--- config.mk ---
export PLATFORM = sky130hd
export DESIGN_NAME = hours_counter_flat
export DESIGN_NICKNAME = d
export VERILOG_FILES = /design/src/rtl/hours_pkg.sv /design/src/rtl/hours_counter_if.sv /design/src/rtl/hours_counter_btn_sync_edge.sv /design/src/rtl/hours_counter.sv /design/src/flat_wrapper.sv
export SDC_FILE = /design/constraint.sdc
export NUM_CORES = 1
export LEC_CHECK = 0
export CORE_MARGIN = 1.5
export CORE_UTILIZATION = 35
export CTS_CLUSTER_DIAMETER = 60
export DETAILED_ROUTE_END_ITERATION = 6
export PLACE_DENSITY_LB_ADDON = 0.2
export SLEW_MARGIN = 10
export SYNTH_ARGS = -nofsm -noshare
export SYNTH_HDL_FRONTEND = slang
export SYNTH_SLANG_ARGS = --single-unit
export TNS_END_PERCENT = 1
--- constraint.sdc ---
create_clock -name clk -period 2.4 [get_ports clk]
set_input_delay 0.48 -clock clk [delete_from_list [all_inputs] [get_ports clk]]
set_output_delay 0.48 -clock clk [all_outputs]
set_load 0.005 [all_outputs]
--- src/rtl/hours_pkg.sv ---
// hours_pkg: shared types, limits and helpers for the hour counter.
//   hr_state_t  : RUN / SET operating state
//   hr_val_t    : packed hour value {tens, units, pm}
//   HR*_MAX_*   : last legal hour before rollover, per counting mode
//   hr_rst_val  : reset hour for a mode (00 or 12 AM)
//   hr_legal    : true when a value is a reachable hour for a mode
package hours_pkg;

  typedef enum logic {RUN = 1'b0, SET = 1'b1} hr_state_t;

  typedef struct packed {
    logic [1:0] l;   // tens digit
    logic [3:0] r;   // units digit
    logic       pm;  // PM flag (12h only)
  } hr_val_t;

  localparam logic [1:0] HR24_MAX_L = 2'd2;
  localparam logic [3:0] HR24_MAX_R = 4'd3;
  localparam logic [1:0] HR12_MAX_L = 2'd1;
  localparam logic [3:0] HR12_MAX_R = 4'd2;
  localparam logic [3:0] BCD_MAX    = 4'd9;

  function automatic hr_val_t hr_rst_val(input logic mode24);
    hr_val_t v;
    v.pm = 1'b0;
    if (mode24) begin
      v.l = 2'd0;
      v.r = 4'd0;
    end else begin
      v.l = HR12_MAX_L;
      v.r = HR12_MAX_R;
    end
    return v;
  endfunction

  function automatic logic hr_legal(input hr_val_t v, input logic mode24);
    logic ok;
    if (mode24)
      ok = !v.pm && (v.r <= BCD_MAX) &&
           ((v.l < HR24_MAX_L) || (v.l == HR24_MAX_L && v.r <= HR24_MAX_R));
    else
      ok = (v.r <= BCD_MAX) &&
           ((v.l == 2'd0 && v.r != 4'd0) ||
            (v.l == HR12_MAX_L && v.r <= HR12_MAX_R));
    return ok;
  endfunction

endpackage

--- src/rtl/hours_counter_if.sv ---
// hours_counter_if: control inputs and display outputs of the hour counter.
//   hr_tick            : one-cycle carry from the minutes counter
//   set/inc/dec_btn    : raw asynchronous push-buttons
//   leftHr / rightHr   : BCD tens / units digits
//   pm                 : PM flag (12h mode)
//   setting            : high while in SET
//   day_tick           : one-cycle midnight pulse
// master = driver of the counter (minutes counter / buttons), slave = counter.
interface hours_counter_if;
  logic       hr_tick;
  logic       set_btn;
  logic       inc_btn;
  logic       dec_btn;
  logic [1:0] leftHr;
  logic [3:0] rightHr;
  logic       pm;
  logic       setting;
  logic       day_tick;

  modport master (
    output hr_tick, set_btn, inc_btn, dec_btn,
    input  leftHr, rightHr, pm, setting, day_tick
  );

  modport slave (
    input  hr_tick, set_btn, inc_btn, dec_btn,
    output leftHr, rightHr, pm, setting, day_tick
  );
endinterface

--- src/rtl/hours_counter_btn_sync_edge.sv ---
// btn_sync_edge: two-flop synchroniser followed by a registered rising-edge
// detector. Produces exactly one clk-wide pulse per press, however long held.
//   clk, rst : system clock, async active-high reset
//   btn_i    : raw asynchronous button
//   pulse_o  : one-cycle pulse, three edges after the raw rise
module btn_sync_edge (
  input  logic clk,
  input  logic rst,
  input  logic btn_i,
  output logic pulse_o
);
  logic sync1_q, sync2_q, prev_q, pulse_q;

  always_ff @(posedge clk or posedge rst) begin
    if (rst) begin
      sync1_q <= 1'b0;
      sync2_q <= 1'b0;
      prev_q  <= 1'b0;
      pulse_q <= 1'b0;
    end else begin
      sync1_q <= btn_i;
      sync2_q <= sync1_q;
      prev_q  <= sync2_q;
      pulse_q <= sync2_q & ~prev_q;
    end
  end

  assign pulse_o = pulse_q;
endmodule

--- src/rtl/hours_counter.sv ---
// hours_counter: BCD hour counter with RUN/SET FSM and button adjustment.
//   MODE_24 : 1 = 00..23, 0 = 12,1..11 with pm flag
//   clk     : system clock
//   rst     : async active-high reset
//   bus     : hours_counter_if.slave (hr_tick, buttons in; digits, pm,
//             setting, day_tick out)
module hours_counter
  import hours_pkg::*;
#(
  parameter bit MODE_24 = 1'b1
) (
  input logic             clk,
  input logic             rst,
  hours_counter_if.slave  bus
);
  localparam int NUM_BTN = 3;
  localparam int B_SET = 0, B_INC = 1, B_DEC = 2;

  logic [NUM_BTN-1:0] btn_raw, btn_p;

  assign btn_raw[B_SET] = bus.set_btn;
  assign btn_raw[B_INC] = bus.inc_btn;
  assign btn_raw[B_DEC] = bus.dec_btn;

  genvar g;
  generate
    for (g = 0; g < NUM_BTN; g++) begin : g_btn
      btn_sync_edge u_btn (
        .clk     (clk),
        .rst     (rst),
        .btn_i   (btn_raw[g]),
        .pulse_o (btn_p[g])
      );
    end
  endgenerate

  hr_state_t state_q, state_d;
  hr_val_t   hr_q, hr_d;
  logic      day_q, day_d;

  hr_val_t   inc_v, dec_v;
  logic      inc_wrap;

  // Increment path; inc_wrap marks a rollover into midnight.
  always_comb begin
    inc_v    = hr_q;
    inc_wrap = 1'b0;
    if (MODE_24) begin
      if (hr_q.l == HR24_MAX_L && hr_q.r == HR24_MAX_R) begin
        inc_v.l  = 2'd0;
        inc_v.r  = 4'd0;
        inc_wrap = 1'b1;
      end else if (hr_q.r == BCD_MAX) begin
        inc_v.l = hr_q.l + 2'd1;
        inc_v.r = 4'd0;
      end else begin
        inc_v.r = hr_q.r + 4'd1;
      end
    end else begin
      if (hr_q.l == HR12_MAX_L && hr_q.r == HR12_MAX_R) begin
        inc_v.l = 2'd0;
        inc_v.r = 4'd1;
      end else if (hr_q.l == 2'd1 && hr_q.r == 4'd1) begin
        // 11 -> 12 flips AM/PM; only 11 PM -> 12 AM is midnight
        inc_v.r  = HR12_MAX_R;
        inc_v.pm = ~hr_q.pm;
        inc_wrap = hr_q.pm;
      end else if (hr_q.r == BCD_MAX) begin
        inc_v.l = 2'd1;
        inc_v.r = 4'd0;
      end else begin
        inc_v.r = hr_q.r + 4'd1;
      end
    end
  end

  // Decrement path.
  always_comb begin
    dec_v = hr_q;
    if (MODE_24) begin
      if (hr_q.l == 2'd0 && hr_q.r == 4'd0) begin
        dec_v.l = HR24_MAX_L;
        dec_v.r = HR24_MAX_R;
      end else if (hr_q.r == 4'd0) begin
        dec_v.l = hr_q.l - 2'd1;
        dec_v.r = BCD_MAX;
      end else begin
        dec_v.r = hr_q.r - 4'd1;
      end
    end else begin
      if (hr_q.l == 2'd0 && hr_q.r == 4'd1) begin
        dec_v.l = HR12_MAX_L;
        dec_v.r = HR12_MAX_R;
      end else if (hr_q.l == HR12_MAX_L && hr_q.r == HR12_MAX_R) begin
        dec_v.r  = 4'd1;
        dec_v.pm = ~hr_q.pm;
      end else if (hr_q.r == 4'd0) begin
        dec_v.l = 2'd0;
        dec_v.r = BCD_MAX;
      end else begin
        dec_v.r = hr_q.r - 4'd1;
      end
    end
  end

  // FSM next-state and hour update.
  always_comb begin
    state_d = state_q;
    hr_d    = hr_q;
    day_d   = 1'b0;

    if (btn_p[B_SET])
      state_d = (state_q == RUN) ? SET : RUN;

    if (!hr_legal(hr_q, MODE_24)) begin
      hr_d = hr_rst_val(MODE_24);
    end else begin
      case (state_q)
        RUN: begin
          if (bus.hr_tick) begin
            hr_d  = inc_v;
            day_d = inc_wrap;
          end
        end
        SET: begin
          // hr_tick is dropped here; simultaneous inc+dec cancel
          if (btn_p[B_INC] && !btn_p[B_DEC])
            hr_d = inc_v;
          else if (btn_p[B_DEC] && !btn_p[B_INC])
            hr_d = dec_v;
        end
        default: state_d = RUN;
      endcase
    end
  end

  always_ff @(posedge clk or posedge rst) begin
    if (rst) begin
      state_q <= RUN;
      hr_q    <= hr_rst_val(MODE_24);
      day_q   <= 1'b0;
    end else begin
      state_q <= state_d;
      hr_q    <= hr_d;
      day_q   <= day_d;
    end
  end

  assign bus.leftHr   = hr_q.l;
  assign bus.rightHr  = hr_q.r;
  assign bus.pm       = MODE_24 ? 1'b0 : hr_q.pm;
  assign bus.setting  = (state_q == SET);
  assign bus.day_tick = day_q;
endmodule

--- src/flat_wrapper.sv ---
// flat-port wrapper written by rule: the top's interface ports become plain ports
module hours_counter_flat import hours_pkg::*;
#(
  parameter bit MODE_24 = 1'b1
)
  (clk, rst, bus_hr_tick, bus_set_btn, bus_inc_btn, bus_dec_btn, bus_leftHr, bus_rightHr, bus_pm, bus_setting, bus_day_tick);
  hours_counter_if bus_i ();
  input logic clk;
  input logic rst;
  input wire logic [$bits(bus_i.hr_tick)-1:0] bus_hr_tick;
  input wire logic [$bits(bus_i.set_btn)-1:0] bus_set_btn;
  input wire logic [$bits(bus_i.inc_btn)-1:0] bus_inc_btn;
  input wire logic [$bits(bus_i.dec_btn)-1:0] bus_dec_btn;
  output wire logic [$bits(bus_i.leftHr)-1:0] bus_leftHr;
  output wire logic [$bits(bus_i.rightHr)-1:0] bus_rightHr;
  output wire logic [$bits(bus_i.pm)-1:0] bus_pm;
  output wire logic [$bits(bus_i.setting)-1:0] bus_setting;
  output wire logic [$bits(bus_i.day_tick)-1:0] bus_day_tick;
  assign bus_i.hr_tick = bus_hr_tick;
  assign bus_i.set_btn = bus_set_btn;
  assign bus_i.inc_btn = bus_inc_btn;
  assign bus_i.dec_btn = bus_dec_btn;
  assign bus_leftHr = bus_i.leftHr;
  assign bus_rightHr = bus_i.rightHr;
  assign bus_pm = bus_i.pm;
  assign bus_setting = bus_i.setting;
  assign bus_day_tick = bus_i.day_tick;
  hours_counter #(.MODE_24(MODE_24)) u_core (.clk(clk), .rst(rst), .bus(bus_i));
endmodule
Word level (Yosys, flattened, before mapping)
Cells that the tools add are included.
Operators by class
  add/sub/neg operators: 4
  multiply operators: 0
  div/mod/pow operators: 0
  order comparisons: 3
  eq/ne operators: 8
  shifts and indexed selects: 0
  mux-type cells: 16
  bitwise logic cells: 7
  reductions and logical operators: 16
Operator list (count)
  7-bit two-way mux: 4
  7-bit case mux with 2 select lines: 1
  6-bit two-way mux: 2
  4-bit two-way mux: 2
  1-bit logical AND: 7
  1-bit two-way mux: 5
  5-bit != test, second input constant: 1
  4-bit by 1-bit adder with 4-bit output, second input constant: 1
  4-bit by 2-bit == test with 1-bit output, second input constant: 1
  4-bit == test, second input constant: 1
  4-bit by 2-bit <= comparator with 1-bit output, second input constant: 1
  4-bit <= comparator, second input constant: 1
  4-bit logical NOT: 1
  2-bit two-way mux: 2
  2-bit != test, second input constant: 2
  4-bit != test, second input constant: 1
  1-bit NOT: 4
  2-bit AND reduction: 2
  4-bit by 1-bit subtractor with 4-bit output, second input constant: 1
  1-bit AND: 3
  1-bit logical NOT: 3
  3-bit != test, second input constant: 1
  3-bit AND reduction: 1
  2-bit by 1-bit adder with 2-bit output, second input constant: 1
  5 further kinds: 5
Word-level totals
  register bits after elaboration: 21
  latch bits: 0
  bits in writable memories: 0
  memory bits (read-only): 0
  output and inout bits: 9
  word-level logic and storage cells: 71
  memories: 0

Depth between registers and ports, before layout
  depth in word-level cells: 7
  gate-level depth with buffers: 6
  mapped depth without buffers: 6

Modules after synthesis
From an unflattened synthesis, not the netlist that was laid out.
Second synthesis, totals
  cells, all modules: 103
  area, all modules: 1098.6 um2
By module, submodules not included
  hours_counter: times used 1, cells an instance 85, area an instance 745.7 um2
  btn_sync_edge: times used 3, cells an instance 6, area an instance 117.6 um2

Worst setup path after synthesis
OpenSTA, ideal clock, no wires.
  kind: flip-flop to flip-flop
  start: register u_core.hr_q, in the netlist u_core.bus.rightHr[0]
  end: register u_core.hr_q, in the netlist u_core.bus.leftHr[0]
  library setup time: 99 ps
  arrival: 1992 ps
  required time: 2301 ps
  setup slack: 308 ps
  stages on the path, launching flop included: 7
  path buffers: 0
  cells stage by stage: dfrtp_1 inv_1 ha_1 or3b_4 or2_4 or4_1 a311oi_1
Between the ends
  word-level cells in the longest chain between the ends: 7
  elaborated cells on any way between the ends: 23
  those cells by class: order compare (2); eq/ne (5); mux (8); reduce/logical (8)
Ends and longest elaborated chain
  from (decl): RTL line hours_counter.sv:38  | hr_val_t hr_q, hr_d;
  from (signal assigned): RTL line hours_counter.sv:140  | hr_q <= hr_rst_val(MODE_24);
  from (signal assigned): RTL line hours_counter.sv:144  | hr_q <= hr_d;
  parallel branches: the longest is 7 deep, another holds 4-bit by 2-bit <= comparator with 1-bit output
Several ways; the timed one is not identified. The select of a mux whose other input is x is not followed.
A chain may end at the register's enable or synchronous reset.

Worst setup path in the final report
  start: register u_core.hr_q, in the netlist u_core.bus.rightHr[1]
  end: register u_core.hr_q, in the netlist u_core.bus.leftHr[0]
The elaborated chain is that of the path after synthesis.

==> flow_metrics.env <==
export IMPL_min_path_cells=0
export IMPL_syn_avg_cell_area_sq_um=10.6
export IMPL_cp_end_kind="flip-flop"
export IMPL_ys_ff_latch=20
export IMPL_nets=128
export IMPL_area_growth_pct=19.9
export IMPL_grt_setup_unrepaired="no"
export IMPL_r2r_cells=6
export IMPL_antenna_found_initial=0
export IMPL_clk_latency_ps=290
export IMPL_dr_pass1_iters=4
export IMPL_setup_viol=0
export IMPL_yosysWarnings=0
export IMPL_portBuffers=13
export IMPL_status="completed"
export IMPL_finalHoldViolCount=0
export IMPL_track_usage=0.128
export IMPL_clkTransAtPathRegs_ps=110
export IMPL_cts_root_buf="clkbuf_4"
export IMPL_post_cts_resize_count=0
export IMPL_place_area_sq_um=1190
export IMPL_yosys_top_cells_area="dfrtp_1 (48%), ha_1 (9.7%), nor2b_1 (3.0%)"
export IMPL_dieArea_sq_um=3300
export IMPL_synth_ff_type="dfrtp_1"
export IMPL_maxCapViolCount=0
export IMPL_syn_nets=112
export IMPL_grt_max_degree=21
export IMPL_p_seq_frac=0.353
export IMPL_drt_iter0_drc=19
export IMPL_p_leak_nw=0.549
export IMPL_clockPowerShare=0.193
export IMPL_start_kind="flip-flop"
export IMPL_power_internal_w=0.000884
export IMPL_drive_gt1_frac=0.0973
export IMPL_finalSetupTns_ps=0
export IMPL_rows=19
export IMPL_io_pins=15
export IMPL_slew_headroom=0.530
export IMPL_switching_power_w=0.000498
export IMPL_synth_area_sq_um=1040
export IMPL_place_gp_congestion=0.839
export IMPL_seq_area_sq_um=500
export IMPL_synth_enable_flop_cells=0
export IMPL_irDropWorstVdd_uv=495
export IMPL_cts_tree="done"
export IMPL_fin_crit_ps=2230
export IMPL_cts_buffers=3
export IMPL_critPathMaxStageDelay_ps=470
export IMPL_grt_overflow_total=0
export IMPL_worst_ep_arrival_time_ps=2430
export IMPL_die_width_um=57.4
export IMPL_diodes=0
export IMPL_cts_max_path_buffers=2
export IMPL_path_max_fanout=8
export IMPL_power_density_nw_per_um2=1110
export IMPL_via_count=785
export IMPL_fmax_mhz=449
export IMPL_grt_pass1_vias=772
export IMPL_multiInputGateArea_sq_um=487
export IMPL_yosysTopAreaCellShare=0.483
export IMPL_switching_share=0.360
export IMPL_crit_type="reg2reg"
export IMPL_route_detailed_drc=0
export IMPL_totalWireLength_um=1780
export IMPL_hp_class="reg2reg"
export IMPL_yosys_cell_count_top_type="dfrtp_1"
export IMPL_path_cells="inv_1, ha_1, or3b_4, or2_4, or4_1, a311oi_1"
export IMPL_final_period_utilization=0.929
export IMPL_clock_sinks=20
export IMPL_synthArstFlopShare=1.00
export IMPL_hpwl_um=1390
export IMPL_synthTopCellsByCount="dfrtp_1 (20), ha_1 (8), inv_1 (7)"
export IMPL_maxSlewViolCount=0
export IMPL_cts_max_level=1
export IMPL_crit_required_ps=2600
export IMPL_core_sq_um=2780
export IMPL_post_drt_wl_per_cell_um=12.4
export IMPL_fill_cells=270
export IMPL_start_util=0.372
export IMPL_vias_per_cell=5.45
export IMPL_die_h_um=57.4
export IMPL_route_antenna_remaining_nets=0
export IMPL_ys_seq_area_frac=0.483
export IMPL_cts_setup_buffers=0
export IMPL_tightest_slew_ps=704
export IMPL_fin_area_sq_um=1240
export IMPL_holdWs_ps=367
export IMPL_power_frac_comb=0.455
export IMPL_yosysTopAreaCell="dfrtp_1"
export IMPL_ys_types=37
export IMPL_slowest_stage="dfrtp_1"
export IMPL_fin_worst_skew_ps=2.64
export IMPL_syn_inst=98
export IMPL_grt_pass1_wl_um=3260
export IMPL_hold_buffers=0
-- worst paths after layout --
path	to	from	slack, ps
setup / recovery	u_core.bus.leftHr[0]	u_core.bus.rightHr[1]	170
hold / removal	u_core.g_btn[2].u_btn.sync2_q	u_core.g_btn[2].u_btn.sync1_q	370
setup reg to reg	u_core.bus.leftHr[0]	u_core.bus.rightHr[1]	170
hold reg to reg	u_core.g_btn[2].u_btn.sync2_q	u_core.g_btn[2].u_btn.sync1_q	370
max in group asynchronous	u_core.bus.rightHr[0]	rst	1370
min in group asynchronous	u_core.bus.setting	rst	590
-- power groups by stage --
stage	clock (W)	combinational (W)	sequential (W)
after detailed placement	0	0.000628	0.000495
after floorplan	0	0.000436	0.000473
final	0.000266	0.000628	0.000487
after global placement	0	0.000632	0.000493
after global routing	0.000293	0.000714	0.000505
after CTS	0.000276	0.000630	0.000488
-- metrics by stage --
step	worst slack, ps	instances	total power (W)	utilization
3_3_place_gp	285	140	0.00113	0.428
2_1_floorplan	308	98	0.000910	-
3_5_place_dp	217	140	0.00112	0.428
6_report	171	144	0.00138	0.447
5_1_grt	25.9	144	0.00151	0.447
4_1_cts	190	144	0.00139	0.447
-- metal layers --
layer  routed length, um  GRT usage
met5                   0          0
met1                 720      0.139
met3                 144     0.0590
met2                 895      0.219
met4                  21     0.0432
-- critical path: cells and delay by family, from the launching register on --
| family | cells | cell delay [ps] |
|---|---|---|
| DFF | 1 | 470 |
| AOI/OAI and AO/OA | 1 | 270 |
| adders and majority gates | 1 | 180 |
| and+or+nand+nor | 3 | 1090 |
| buffers and inverters | 1 | 130 |
-- cell families after synthesis --
family,after synthesis,share of synthesized area
simple gates,31,0.188
compound gates,26,0.164
flops,20,0.483
buf+inv,10,0.0471
fa+ha+maj,8,0.0966
xor+xnor,2,0.0169
other cells,1,0.00362
-- cell type report --
cell class,count,area share
repair buffers,14,0.111
multi-input cells,68,0.392
well taps,31,0.0312
clock inverters,1,0.0242
inverters,7,0.0211
flip-flops and latches,20,0.403
clock buffers,3,0.0181
-- placed cells by master, fill, tap and decap left out, types with 2 or more instances in the layout --
master           netlist  final
inv_1                  7      7
a311oi_1               3      3
dfrtp_1               20     20
a21oi_1                6      6
nand3_1                2      2
clkbuf_4               0      3
nor2b_1                5      5
o211ai_1               2      2
o21ai_0                5      5
nor2_1                 5      5
nand2_1                2      2
clkdlybuf4s50_1        0     13
a31oi_1                2      2
nand2b_1               4      4
ha_1                   8      8
nor3_1                 4      4
-- state kept, by name (all words and copies together), names as in the netlist --
name / flops
u_core.bus.day_tick: 1
u_core.bus.leftHr: 2
u_core.bus.rightHr: 4
u_core.bus.setting: 1
u_core.g_btn.u_btn.prev_q: 3
u_core.g_btn.u_btn.pulse_o: 3
u_core.g_btn.u_btn.sync1_q: 3
u_core.g_btn.u_btn.sync2_q: 3
Note: power is estimated with default switching activity, not from simulation.
